[config.mk]
export PLATFORM = sky130hd
export DESIGN_NAME = lsu_bus_master
export DESIGN_NICKNAME = d
export VERILOG_FILES = /design/src/rtl/lsu_pkg.sv /design/src/rtl/lsu_bus_master_align.sv /design/src/rtl/lsu_bus_master.sv
export SDC_FILE = /design/constraint.sdc
export NUM_CORES = 1
export LEC_CHECK = 0
export ABC_AREA = 1
export BUFFER_PORTS_ARGS = -buffer_cell sky130_fd_sc_hd__buf_2
export CAP_MARGIN = 10
export CELL_PAD_IN_SITES_DETAIL_PLACEMENT = 0
export CELL_PAD_IN_SITES_GLOBAL_PLACEMENT = 2
export CORE_MARGIN = 10
export CORE_UTILIZATION = 26
export DETAILED_ROUTE_END_ITERATION = 10
export HOLD_SLACK_MARGIN = 0.08
export PLACE_DENSITY_LB_ADDON = 0.1
export SYNTH_ARGS = -nofsm -noshare
export SYNTH_HDL_FRONTEND = slang
export SYNTH_HIERARCHICAL = 1
export SYNTH_SLANG_ARGS = --single-unit
[constraint.sdc]
create_clock -name clk -period 2.9 [get_ports clk]
set_input_delay 0.58 -clock clk [delete_from_list [all_inputs] [get_ports clk]]
set_output_delay 0.58 -clock clk [all_outputs]
set_load 0.1 [all_outputs]
[src/rtl/lsu_pkg.sv]
// lsu_pkg: size encodings, FSM states and lane count
// shared by the load/store bus master and its aligner.
package lsu_pkg;

    localparam logic [1:0] SZ_B = 2'd0;
    localparam logic [1:0] SZ_H = 2'd1;
    localparam logic [1:0] SZ_W = 2'd2;

    localparam int LANES = 4;

    typedef enum logic [1:0] {
        S_IDLE,
        S_REQ,
        S_RESP,
        S_WB
    } state_t;

endpackage

[src/rtl/lsu_bus_master_align.sv]
// lsu_align: byte-lane steering for stores and
// shift/extend of load data; flags misaligned accesses.
module lsu_align
    import lsu_pkg::*;
(
    input  logic [1:0]       size,
    input  logic [1:0]       off,
    input  logic [31:0]      wdata,
    input  logic [31:0]      rdata,
    input  logic             is_unsigned,
    output logic [LANES-1:0] wmask,
    output logic [31:0]      wdata_sh,
    output logic [31:0]      rdata_ext,
    output logic             misaligned
);

    logic [31:0] sh;
    logic        is_b;
    logic        is_h;

    assign is_b = (size == SZ_B);
    assign is_h = (size == SZ_H);

    assign wdata_sh = wdata << {off, 3'b000};
    assign sh       = rdata >> {off, 3'b000};

    // size 3 falls through to word behaviour
    assign misaligned = (is_h & off[0])
                      | (~is_b & ~is_h & (off != 2'd0));

    always_comb begin
        wmask     = 4'b1111;
        rdata_ext = sh;
        unique case (1'b1)
            is_b: begin
                wmask     = 4'b0001 << off;
                rdata_ext = {{24{sh[7] & ~is_unsigned}}, sh[7:0]};
            end
            is_h: begin
                wmask     = 4'b0011 << off;
                rdata_ext = {{16{sh[15] & ~is_unsigned}}, sh[15:0]};
            end
            default: ;
        endcase
    end

endmodule

[src/rtl/lsu_bus_master.sv]
// lsu_bus_master: one-outstanding load/store initiator.
// Define LSU_MISALIGN_CHECK_EN to retire misaligned accesses as faults.
module lsu_bus_master
    import lsu_pkg::*;
#(
    parameter int ADDR_WIDTH = 32,
    parameter int DATA_WIDTH = 32
) (
    input  logic                  clk,
    input  logic                  rst_n,
    input  logic                  req_valid,
    output logic                  req_ready,
    input  logic                  req_wen,
    input  logic [ADDR_WIDTH-1:0] req_addr,
    input  logic [DATA_WIDTH-1:0] req_wdata,
    input  logic [1:0]            req_size,
    input  logic                  req_unsigned,
    input  logic [4:0]            req_rd,
    output logic                  mem_valid,
    input  logic                  mem_ready,
    output logic [ADDR_WIDTH-1:0] mem_addr,
    output logic                  mem_wen,
    output logic [DATA_WIDTH-1:0] mem_wdata,
    output logic [3:0]            mem_wmask,
    input  logic                  mem_rvalid,
    output logic                  mem_rready,
    input  logic [DATA_WIDTH-1:0] mem_rdata,
    output logic                  wb_valid,
    input  logic                  wb_ready,
    output logic                  wb_wen,
    output logic [4:0]            wb_rd,
    output logic [DATA_WIDTH-1:0] wb_rdata,
    output logic                  wb_fault
);

    state_t     state;
    logic [1:0] size_q;
    logic [1:0] off_q;
    logic       uns_q;

    logic [1:0]       size_sel;
    logic [1:0]       off_sel;
    logic [LANES-1:0] wmask;
    logic [31:0]      wdata_sh;
    logic [31:0]      rdata_ext;
    logic             misaligned;
    logic             fault_hit;

    // request fields steer the aligner in IDLE, captured ones afterwards
    assign size_sel = (state == S_IDLE) ? req_size : size_q;
    assign off_sel  = (state == S_IDLE) ? req_addr[1:0] : off_q;

    lsu_align u_align (
        .size        (size_sel),
        .off         (off_sel),
        .wdata       (req_wdata),
        .rdata       (mem_rdata),
        .is_unsigned (uns_q),
        .wmask       (wmask),
        .wdata_sh    (wdata_sh),
        .rdata_ext   (rdata_ext),
        .misaligned  (misaligned)
    );

`ifdef LSU_MISALIGN_CHECK_EN
    assign fault_hit = misaligned;

    always_ff @(posedge clk) begin
        if (!rst_n) begin
            wb_fault <= 1'b0;
        end else if (state == S_IDLE && req_valid) begin
            wb_fault <= misaligned;
        end else if (state == S_WB && wb_ready) begin
            wb_fault <= 1'b0;
        end
    end
`else
    logic unused_misaligned;
    assign unused_misaligned = misaligned;
    assign fault_hit         = 1'b0;
    assign wb_fault          = 1'b0;
`endif

    always_ff @(posedge clk) begin
        if (!rst_n) begin
            state      <= S_IDLE;
            req_ready  <= 1'b1;
            mem_valid  <= 1'b0;
            mem_wen    <= 1'b0;
            mem_rready <= 1'b0;
            mem_addr   <= '0;
            mem_wdata  <= '0;
            mem_wmask  <= '0;
            wb_valid   <= 1'b0;
            wb_wen     <= 1'b0;
            wb_rd      <= '0;
            wb_rdata   <= '0;
            size_q     <= SZ_B;
            off_q      <= '0;
            uns_q      <= 1'b0;
        end else begin
            unique case (state)
                S_IDLE: if (req_valid) begin
                    req_ready <= 1'b0;
                    mem_addr  <= {req_addr[ADDR_WIDTH-1:2], 2'b00};
                    mem_wen   <= req_wen;
                    mem_wdata <= wdata_sh;
                    mem_wmask <= wmask;
                    wb_rd     <= req_rd;
                    size_q    <= req_size;
                    off_q     <= req_addr[1:0];
                    uns_q     <= req_unsigned;
                    if (fault_hit) begin
                        state    <= S_WB;
                        wb_valid <= 1'b1;
                        wb_wen   <= 1'b0;
                        wb_rdata <= '0;
                    end else begin
                        state     <= S_REQ;
                        mem_valid <= 1'b1;
                    end
                end
                S_REQ: if (mem_ready) begin
                    state      <= S_RESP;
                    mem_valid  <= 1'b0;
                    mem_rready <= 1'b1;
                end
                // store acks carry no data; write-back gets zero
                S_RESP: if (mem_rvalid) begin
                    state      <= S_WB;
                    mem_rready <= 1'b0;
                    wb_valid   <= 1'b1;
                    wb_wen     <= ~mem_wen;
                    wb_rdata   <= mem_wen ? '0 : rdata_ext;
                end
                S_WB: if (wb_ready) begin
                    state     <= S_IDLE;
                    wb_valid  <= 1'b0;
                    wb_wen    <= 1'b0;
                    req_ready <= 1'b1;
                end
                default: state <= S_IDLE;
            endcase
        end
    end

endmodule
==> reports/results.md <==
| Metric | Value |
| --- | --- |
| Result of the run | finished, final reports clean |
| Share of post-route cells with drive strength above 1 | 0.2989 |
| Detailed-route DRC error count | 0 |
| Cells after DPL | 1307 |
| Cell area after layout | 0.007619 mm^2 |
| Arrival time of data at the critical path endpoint | 2.89 ns |
| Headroom to the max-slew limit | 0.4922 |
| Max-slew violation count | 0 |
| Effective utilization at floorplan | 0.2625 |
| Syn-to-layout area delta | 29.39% |
| Number of antenna violations at the first check in global routing | 1 |
| Min-Delay Path Depth | 3 |
| Total number of vias | 6069 |
| Number of buffers between clock root and the deepest sink | 2 |
| Wire per inst | 17.36 um |
| Largest clock skew in the final design | 0.01383 ns |
| Setup repair after global routing missed its margin | false |
| Average cell area after synthesis | 6.903 um^2 |
| Total CTS buffers | 17 |
| Library cell used as clock root buffer | sky130_fd_sc_hd__clkbuf_16 |
| Post-cts repair resize count | 0 |
| First-pass GRT wire length | 35.80 mm |
| H-tree levels | 4 |
| Clock latency reported for the late side of the worst-skew pair | 0.42 ns |
| Pwr per Cell Area | 1349 mW/mm^2 |
| Die extent in x | 170.5 um |
| TritonCTS clock tree | done |
| Largest fanout of any net on the critical path | 24 |
| Total clock sinks | 116 |
| Overflow left after global routing | 0 |
| Slew at the pin with the worst max-slew slack | 0.7570 ns |
| Worst r2r path cells | 10 |
| Post-detailed-route count of antenna-violating nets | 0 |
| Reported max-cap violation count | 0 |
| Worst IR drop on VDD | 0.5023 mV |
| Number of global-route vias before repair | 6198 |
| Syn Std Cell Area | 0.005888 mm^2 |
| First-iteration detailed-routing DRC count | 369 |
| Setup TNS Final | 0 ns |
| Static leakage | 3.690 nW |
| Number of iterations in the first detailed-routing pass | 4 |
| Final setup violation count | 0 |
| Layout Nets | 1157 |
| Cell count after synthesis | 853 |
| Endpoint required time on the critical path | 3.25 ns |
| Final Hold Fails | 0 |
| Post-CTS Setup Bufs | 0 |
| Chip height | 170.5 um |
| Ratio of routed vias to standard cells | 4.519 |
| Area of the core | 0.02243 mm^2 |
| Power consumption | 10.28 mW |
| Number of buffers inserted by port buffering | 219 |
| Final estimated routing congestion in global placement | 0.7686 |
| Final design utilization | 0.3396 |
| Synthesis Warnings | 6 |
| CTS Hold Buffers Added | 0 |
| Min-Delay Path Class | in -> reg |
| Filler cell count in the final layout | 2585 |
| Total cell area at the placement stage | 0.007043 mm^2 |
| Clock slew at reported path FFs | 0.07 ns |
| Share of the clock period used by the worst path | 0.8740 |
| Shortest clock period the worst path allows after layout | 2.535 ns |
| Endpoint class of the critical path | register |
| I/O pin count | 223 |
| Total wire length | 23.32 mm |
| Number of rows created at floorplan | 55 |
| Peak clock frequency supported by timing | 0.3945 GHz |
| Class of the most critical setup path | reg -> reg |
| Layout Cells excl Fill | 1343 |
| Largest net degree at the start of global routing | 83 |
| Total Die Area | 0.02907 mm^2 |
| Total routing resource utilization after global routing | 0.1578 |
| Kind of start point of the critical path | register |
| Estimated wirelength of the detail-placed design | 16.98 mm |
[cells in the final DEF, fill, tap and decap left out, drive strengths merged, types with 3 or more instances in the layout]
cell,n
buf,232
nor2,182
nand2,168
o21ai,121
dfxtp,116
nand3,66
inv,53
a21oi,49
clkbuf,18
or2,9
a22oi,8
o22ai,8
clkinv,7
ha,5
clkinvlp,5
diode,4
conb,3
[where the power goes]
group | internal, mW | switching [mW]
registers | 2.01 | 0.206
clock network | 1.21 | 0.854
logic | 1.16 | 4.84
[flip-flops by register name (all words and copies together) (netlist names), 2 cells and up]
name       cells
state          2
wb_rd          5
size_q         2
off_q          2
mem_wmask      4
wb_rdata      32
mem_addr      30
mem_wdata     32
[final cells by class]
cell class | instances | area (um^2) | share of cell area
multi-input combinational | 622 | 2945 | 0.3866
sequential | 116 | 2322 | 0.3048
timing repair buffer | 232 | 1219 | 0.1600
clock buffer | 18 | 439.2 | 0.05764
tap | 285 | 356.6 | 0.04681
inverter | 52 | 200.2 | 0.02628
clock inverter | 14 | 126.4 | 0.01659
antenna | 4 | 10.01 | 0.001314
[worst max-delay path, cell delays in order (launching register included)]
cell and delay [ns]:
sky130_fd_sc_hd__dfxtp_1 0.34, sky130_fd_sc_hd__inv_1 0.11, sky130_fd_sc_hd__ha_1 0.50, sky130_fd_sc_hd__o21ai_0 0.28, sky130_fd_sc_hd__inv_2 0.17, sky130_fd_sc_hd__nand2_2 0.16
sky130_fd_sc_hd__nor2_2 0.16, sky130_fd_sc_hd__nand3_4 0.30, sky130_fd_sc_hd__nand2_1 0.23, sky130_fd_sc_hd__nand3_2 0.08, sky130_fd_sc_hd__a21oi_1 0.13
[metrics by stage]
step	hold slack [ns]	setup slack [ns]
6_report	0.4168	0.3654
5_1_grt	0.4179	0.1005
4_1_cts	0.3942	0.3662
3_5_place_dp	0.4492	0.3746
3_3_place_gp	0.4399	0.4191
2_1_floorplan	0.4244	0.8875
[routing by layer]
layer | track usage | vias to the layer above | routed length, um
li1 | - | 3124 | -
met1 | 0.2003 | 2766 | 10830
met2 | 0.2566 | 166 | 10760
met3 | 0.04286 | 13 | 1437
met4 | 0.04500 | 0 | 296
met5 | 0 | - | 0
[final timing paths]
| path | start | to | slack, ns |
|---|---|---|---|
| worst max-delay path | state[0]$_SDFFE_PN0P_ | wb_rdata[10]$_SDFFE_PN0P_ | 0.37 |
| worst min-delay path | req_addr[12] | mem_addr[12]$_SDFFE_PN0P_ | 0.42 |
| worst max register to register | state[0]$_SDFFE_PN0P_ | wb_rdata[10]$_SDFFE_PN0P_ | 0.37 |
| worst min register to register | size_q[1]$_SDFFE_PN0P_ | size_q[1]$_SDFFE_PN0P_ | 0.45 |
No activity file was read; power rests on OpenSTA's default activity.
